===== src/rtl/cmp_arbiter.sv =====
// Round-robin front end sharing one signed comparator among NREQ requesters.
// Define CMP_ARB_SELFCHECK_EN to add a sticky reference check on the flags.
module cmp_arbiter #(
  parameter  int NREQ = 2,
  parameter  int W    = 16,
  localparam int IW   = (NREQ > 1) ? $clog2(NREQ) : 1
) (
  input  logic              clk,
  input  logic              rst_n,
  input  logic [NREQ-1:0]   req_valid,
  output logic [NREQ-1:0]   req_ready,
  input  logic [NREQ*W-1:0] req_a,
  input  logic [NREQ*W-1:0] req_b,
  input  logic [NREQ*2-1:0] req_cond,
  output logic [W-1:0]      cmp_a,
  output logic [W-1:0]      cmp_b,
  input  logic              cmp_eq,
  input  logic              cmp_neq,
  input  logic              cmp_geq,
  input  logic              cmp_l,
  output logic              resp_valid,
  input  logic              resp_ready,
  output logic [IW-1:0]     resp_id,
  output logic              resp_result,
  output logic [3:0]        resp_flags,
  output logic              err_mismatch
);

  typedef enum logic [1:0] {
    IDLE,
    EVAL,
    RESP
  } state_t;

  state_t          state_q, state_d;
  logic [IW-1:0]   ptr_q;
  logic [IW-1:0]   gnt;
  logic            found;
  logic [NREQ-1:0] rot;
  int              sum;
  logic [W-1:0]    a_q, b_q, a_sel, b_sel;
  logic [1:0]      cond_q, c_sel;
  logic [IW-1:0]   id_q;
  logic [3:0]      flags;
  logic            sel;

  assign flags = {cmp_eq, cmp_neq, cmp_geq, cmp_l};
  assign cmp_a = a_q;
  assign cmp_b = b_q;

  // rotate so bit 0 is the requester at ptr, first set bit wins
  always_comb begin
    rot   = NREQ'({req_valid, req_valid} >> ptr_q);
    found = 1'b0;
    gnt   = '0;
    sum   = 0;
    for (int k = 0; k < NREQ; k++) begin
      if (!found && rot[k]) begin
        found = 1'b1;
        sum   = int'(ptr_q) + k;
        if (sum >= NREQ) sum = sum - NREQ;
        gnt   = IW'(sum);
      end
    end
  end

  always_comb begin
    req_ready = '0;
    a_sel     = '0;
    b_sel     = '0;
    c_sel     = '0;
    for (int k = 0; k < NREQ; k++) begin
      if (gnt == IW'(k)) begin
        req_ready[k] = found && (state_q == IDLE);
        a_sel        = req_a[k*W +: W];
        b_sel        = req_b[k*W +: W];
        c_sel        = req_cond[k*2 +: 2];
      end
    end
  end

  always_comb begin
    sel = 1'b0;
    unique case (1'b1)
      cond_q == 2'b00: sel = flags[3];
      cond_q == 2'b01: sel = flags[2];
      cond_q == 2'b10: sel = flags[1];
      cond_q == 2'b11: sel = flags[0];
      default:         sel = 1'b0;
    endcase
  end

  always_comb begin
    state_d = state_q;
    unique case (state_q)
      IDLE:    if (found) state_d = EVAL;
      EVAL:    state_d = RESP;
      RESP:    if (resp_ready) state_d = IDLE;
      default: state_d = IDLE;
    endcase
  end

  always_ff @(posedge clk or negedge rst_n) begin
    if (!rst_n) state_q <= IDLE;
    else        state_q <= state_d;
  end

  always_ff @(posedge clk or negedge rst_n) begin
    if (!rst_n) begin
      ptr_q       <= '0;
      a_q         <= '0;
      b_q         <= '0;
      cond_q      <= '0;
      id_q        <= '0;
      resp_valid  <= 1'b0;
      resp_id     <= '0;
      resp_result <= 1'b0;
      resp_flags  <= '0;
    end else begin
      unique case (state_q)
        IDLE: begin
          if (found) begin
            a_q    <= a_sel;
            b_q    <= b_sel;
            cond_q <= c_sel;
            id_q   <= gnt;
          end
        end
        EVAL: begin
          resp_flags  <= flags;
          resp_result <= sel;
          resp_id     <= id_q;
          resp_valid  <= 1'b1;
        end
        RESP: begin
          if (resp_ready) begin
            resp_valid <= 1'b0;
            ptr_q      <= (id_q == IW'(NREQ-1)) ?
                          '0 : id_q + 1'b1;
          end
        end
        default: ;
      endcase
    end
  end

`ifdef CMP_ARB_SELFCHECK_EN
  logic [3:0] ref_flags;
  logic       err_q;

  always_comb begin
    ref_flags = {a_q == b_q,
                 a_q != b_q,
                 $signed(a_q) >= $signed(b_q),
                 $signed(a_q) <  $signed(b_q)};
  end

  always_ff @(posedge clk or negedge rst_n) begin
    if (!rst_n)
      err_q <= 1'b0;
    else if (state_q == EVAL && ref_flags != flags)
      err_q <= 1'b1;
  end

  assign err_mismatch = err_q;
`else
  assign err_mismatch = 1'b0;
`endif

endmodule


===== config.mk =====
export PLATFORM = sky130hd
export DESIGN_NAME = cmp_arbiter
export DESIGN_NICKNAME = d
export VERILOG_FILES = /design/src/rtl/cmp_arbiter.sv
export SDC_FILE = /design/constraint.sdc
export NUM_CORES = 1
export LEC_CHECK = 0
export ABC_AREA = 1
export ABC_CLOCK_PERIOD_IN_PS = 1950
export BUFFER_PORTS_ARGS = -buffer_cell sky130_fd_sc_hd__buf_2
export CAP_MARGIN = 20
export CORE_ASPECT_RATIO = 0.7
export CORE_MARGIN = 1
export CORE_UTILIZATION = 45
export DETAILED_ROUTE_END_ITERATION = 8
export GPL_TIMING_DRIVEN = 0
export HOLD_SLACK_MARGIN = 0.02
export PLACE_DENSITY = 0.79
export SYNTH_ARGS = -nofsm -noshare
export SYNTH_HDL_FRONTEND = slang
export SYNTH_SLANG_ARGS = --single-unit

===== constraint.sdc =====
create_clock -name clk -period 1.95 [get_ports clk]
set_clock_uncertainty 0.2 [all_clocks]
set_input_delay 0.0975 -clock clk [delete_from_list [all_inputs] [get_ports clk]]
set_output_delay 0.0975 -clock clk [all_outputs]
set_load 0.1 [all_outputs]

==> impl.org <==
** Logic synthesis
- Cell taking the most area after synthesis :: sky130_fd_sc_hd__dfrtp_1
- Number of warning messages in the yosys log :: 0
- For this run, asynchronously set or reset flops after synthesis account for 100%.
- Sorting the synthesized cells by area gives the leading types as sky130_fd_sc_hd__dfrtp_1, sky130_fd_sc_hd__nand3_1, sky130_fd_sc_hd__nand4_1.
- After synthesis the cells add up to around 2300 um2.
- Synthesis handed over a netlist of 251 instances.
- Synthesis instantiated 22 different standard cells from the library.
- By instance count, the leading cell after synthesis is sky130_fd_sc_hd__nand3_1.
- After synthesis, flip-flops and latches occupy between 40 and 50% of the total area.
- For this run, the leading register cell type out of synthesis is sky130_fd_sc_hd__dfrtp_1.
- Commonest cells in the synthesized netlist :: sky130_fd_sc_hd__nand3_1, sky130_fd_sc_hd__dfrtp_1, sky130_fd_sc_hd__nand2_1, sky130_fd_sc_hd__nand4_1, sky130_fd_sc_hd__nand3_2
- Average cell area after synthesis :: 9.26 um2
- Number of enable-type register cells in the synthesized netlist :: 0
- Counting every net in the synthesized netlist gives 328.
- Top cell type's share of synthesized area :: 48.5%
- The synthesized design contains 45 register bits.

** Global route
- Global routing used roughly 7.0% of the available met3 tracks.
- Entering global routing, the biggest net connects 46 pins.
- In this run the most used layer during global routing was met2.
- The first global-routing pass estimated 12.8 mm of wire.
- Fraction of met1 tracks used by global routing :: 38.6%
- Vias in the first global route :: 2716
- Summed over all layers, the global routing overflow is 0.
- Global routing used 31.2% of the available tracks.
- For this run, global-route usage on met2 was measured as 53.4%.
- The initial antenna violation count was 0.

** Place
- Placed cell area :: 3000 um2
- Worst-case setup slack after placement :: 0.0282 ns
- Detailed placement finished with a half-perimeter wire length of 4.39 mm.
- During placement, the flow inserted port buffers numbering roughly 120.
- Last weighted congestion value of the routability-driven placer :: 0.835

** Final layout
- The finished cells cover 3930 um2.
- Number of nets in the layout :: 530
- Layout cell share with drive strength beyond 1 :: about two fifths
- Core Util, Final :: 80.9%
- The number of antenna diodes in the final layout is 0.
- Area growth syn-to-layout :: 69.3%
- Counting the fill cells in the layout gives 318.

** Outcome
- The flow ran to the end, and the final reports show no timing, DRC or antenna violations.

** Floorplan
- Number of placement rows :: 21
- Measured along the y axis, the die boundary spans between 60 and 70 um.
- For this configuration, the core starts out at a cell density of a little under half.
- # IOs :: roughly 120
- Die span in x :: 87.9 um
- Full die area :: 5460 um2
- Core area :: 4860 um2

** Worst setup path
- STA classifies the critical path endpoint as an output pin.
- CP max FO :: 10
- The worst setup path is of the reg2out kind.
- Signal arrival time at the worst endpoint :: 1.58 ns
- Required time of the worst setup path :: 1.65 ns
- In this run the worst setup path begins at state_q[1]$_DFFE_PN0P_.
- STA classifies the critical path startpoint as a register.
- In this run the critical register-to-register path is launched from state_q[0]$_DFFE_PN0P_.

** Route
- The detailed router finished its first iteration with 219 violations.
- Vias after detailed routing :: 2796
- In this run the remaining antenna-violating nets after routing total 0.
- For this run, the detailed router's first-pass iteration total came to 5.
- In the final routed layout, each cell accounts on average for 15.8 um.
- Count of unresolved DRC violations after routing :: 0
- In the routed layout, each cell is associated on average with a via count of 5.35.
- Detailed-route wire length :: 8.27 mm

** Timing
- Minimum clock period after layout :: 1.88 ns
- Dividing the final minimum period by the clock period gives 96.3%.
- The number of pins exceeding their max-slew limit in the final report is 0.
- Setup repair after global routing left no endpoint under its margin.
- Fin. Hold Viols :: 0
- Setup slack on the critical path of the routed design comes to roughly 0.07 ns.
- Maximum clock frequency :: ~0.53 GHz
- Final TNS setup :: 0 ns
- Setup violations remaining at the end of the flow were counted as 0.

** Clock network
- Clock Path Buffers :: 2
- TritonCTS created 5 clock buffers.
- Clock transition at the register clock pins on the worst setup and hold paths after CTS :: 0.09 ns
- Clock tree from TritonCTS :: built
- Number of H-tree branching levels :: 2
- Clk root buf :: sky130_fd_sc_hd__clkbuf_8
- Worst-skew pair later-pin latency :: 0.30 ns
- Num Clock Sinks :: 45

** Worst hold path
- Worst hold path class :: in2async

** Run
- Max-capacitance violation count :: 0
-- cells by family (layout without fill, tap and decap cells) --
family	after synthesis	in the layout	synth area share, %
other	1	1	0.161
AOI/OAI and AO/OA	6	6	1.78
and+or+nand+nor	172	172	41.9
buffers and inverters	27	230	7.65
DFF	45	45	48.5
-- area by class of cell --
cell class	instances	area (um2)	area share [%]
repair buffers	195	1390	35.3
clock inverters	2	37.5	0.955
flip-flops and latches	45	1130	28.7
clock buffers	6	82.6	2.10
plain buffers	20	151	3.85
multi-input cells	179	1030	26.2
inverters	7	26.3	0.668
well taps	69	86.3	2.20
-- flip-flops by register name, summed over array words and instances, names as in the netlist --
signal       cells
cmp_b           16
cond_q           2
resp_flags       4
resp_valid       1
id_q             1
resp_result      1
state_q          2
resp_id          1
ptr_q            1
cmp_a           16
-- worst max-delay path: stages, from the launching register on --
cell,delay [ns]
sky130_fd_sc_hd__dfrtp_2,0.45
sky130_fd_sc_hd__nor2_4,0.15
sky130_fd_sc_hd__o21ai_4,0.13
sky130_fd_sc_hd__buf_6,0.19
sky130_fd_sc_hd__a21oi_2,0.16
sky130_fd_sc_hd__buf_12,0.19
-- per-stage QoR --
| stage | hold WS (ns) | std cells |
|---|---|---|
| finish | 0.0483 | 523 |
| global route | 0.0626 | 523 |
| CTS | 0.0283 | 520 |
| detailed placement | 0.118 | 437 |
| global placement | 0.118 | 437 |
| floorplan | -0.398 | 251 |
-- timing repair --
| item | in CTS | in global routing |
|---|---|---|
| pin swaps | 1 | 0 |
| endpoints found under the hold margin | 87 | 0 |
| endpoints found under the setup margin | 2 | 2 |
| hold buffers | 74 | 0 |
| gates resized for setup | 5 | 3 |
| setup buffers | 1 | 2 |
-- placed cells by master, fill, tap and decap left out --
cell                              n
sky130_fd_sc_hd__buf_2          119
sky130_fd_sc_hd__dlygate4sd3_1   74
sky130_fd_sc_hd__nand3_1         57
sky130_fd_sc_hd__nand2_1         45
sky130_fd_sc_hd__dfrtp_1         44
sky130_fd_sc_hd__nand4_1         34
sky130_fd_sc_hd__nand3_2         17
sky130_fd_sc_hd__nand2_2          9
sky130_fd_sc_hd__buf_6            9
sky130_fd_sc_hd__inv_1            6
sky130_fd_sc_hd__buf_4            6
sky130_fd_sc_hd__clkbuf_8         6
sky130_fd_sc_hd__clkbuf_1         5
sky130_fd_sc_hd__nor2_1           3
sky130_fd_sc_hd__nand2_4          2
sky130_fd_sc_hd__nor2_2           2
sky130_fd_sc_hd__nor2_4           2
sky130_fd_sc_hd__o21ai_0          2
sky130_fd_sc_hd__buf_12           2
sky130_fd_sc_hd__inv_2            1
sky130_fd_sc_hd__o21ai_4          1
sky130_fd_sc_hd__a21oi_2          1
sky130_fd_sc_hd__nor2_8           1
sky130_fd_sc_hd__a21oi_1          1
sky130_fd_sc_hd__o21ai_1          1
sky130_fd_sc_hd__conb_1           1
sky130_fd_sc_hd__clkinvlp_4       1
sky130_fd_sc_hd__bufinv_16        1
sky130_fd_sc_hd__dfrtp_2          1
-- routing by layer --
metal	vias to the layer above	share of wire (%)
met5	-	0
li1	1283	-
met2	157	50
met3	24	8.2
met4	0	2.3
met1	1332	40
-- final timing paths --
kind	endpoint	slack [ns]	depth (start not counted)
max	req_ready[0]	0.07	5
min	resp_flags[3]$_DFFE_PN0P_	0.05	2
max reg2reg	cmp_a[12]$_DFFE_PN0P_	0.12	6
min reg2reg	resp_flags[2]$_DFFE_PN0P_	0.27	2
max in group asynchronous	state_q[1]$_DFFE_PN0P_	1.00	3
min in group clk	id_q$_DFFE_PN0P_	0.05	4
Power is not shown: default switching activity piles up to over one toggle a cycle in this logic, so the estimate is an artifact.
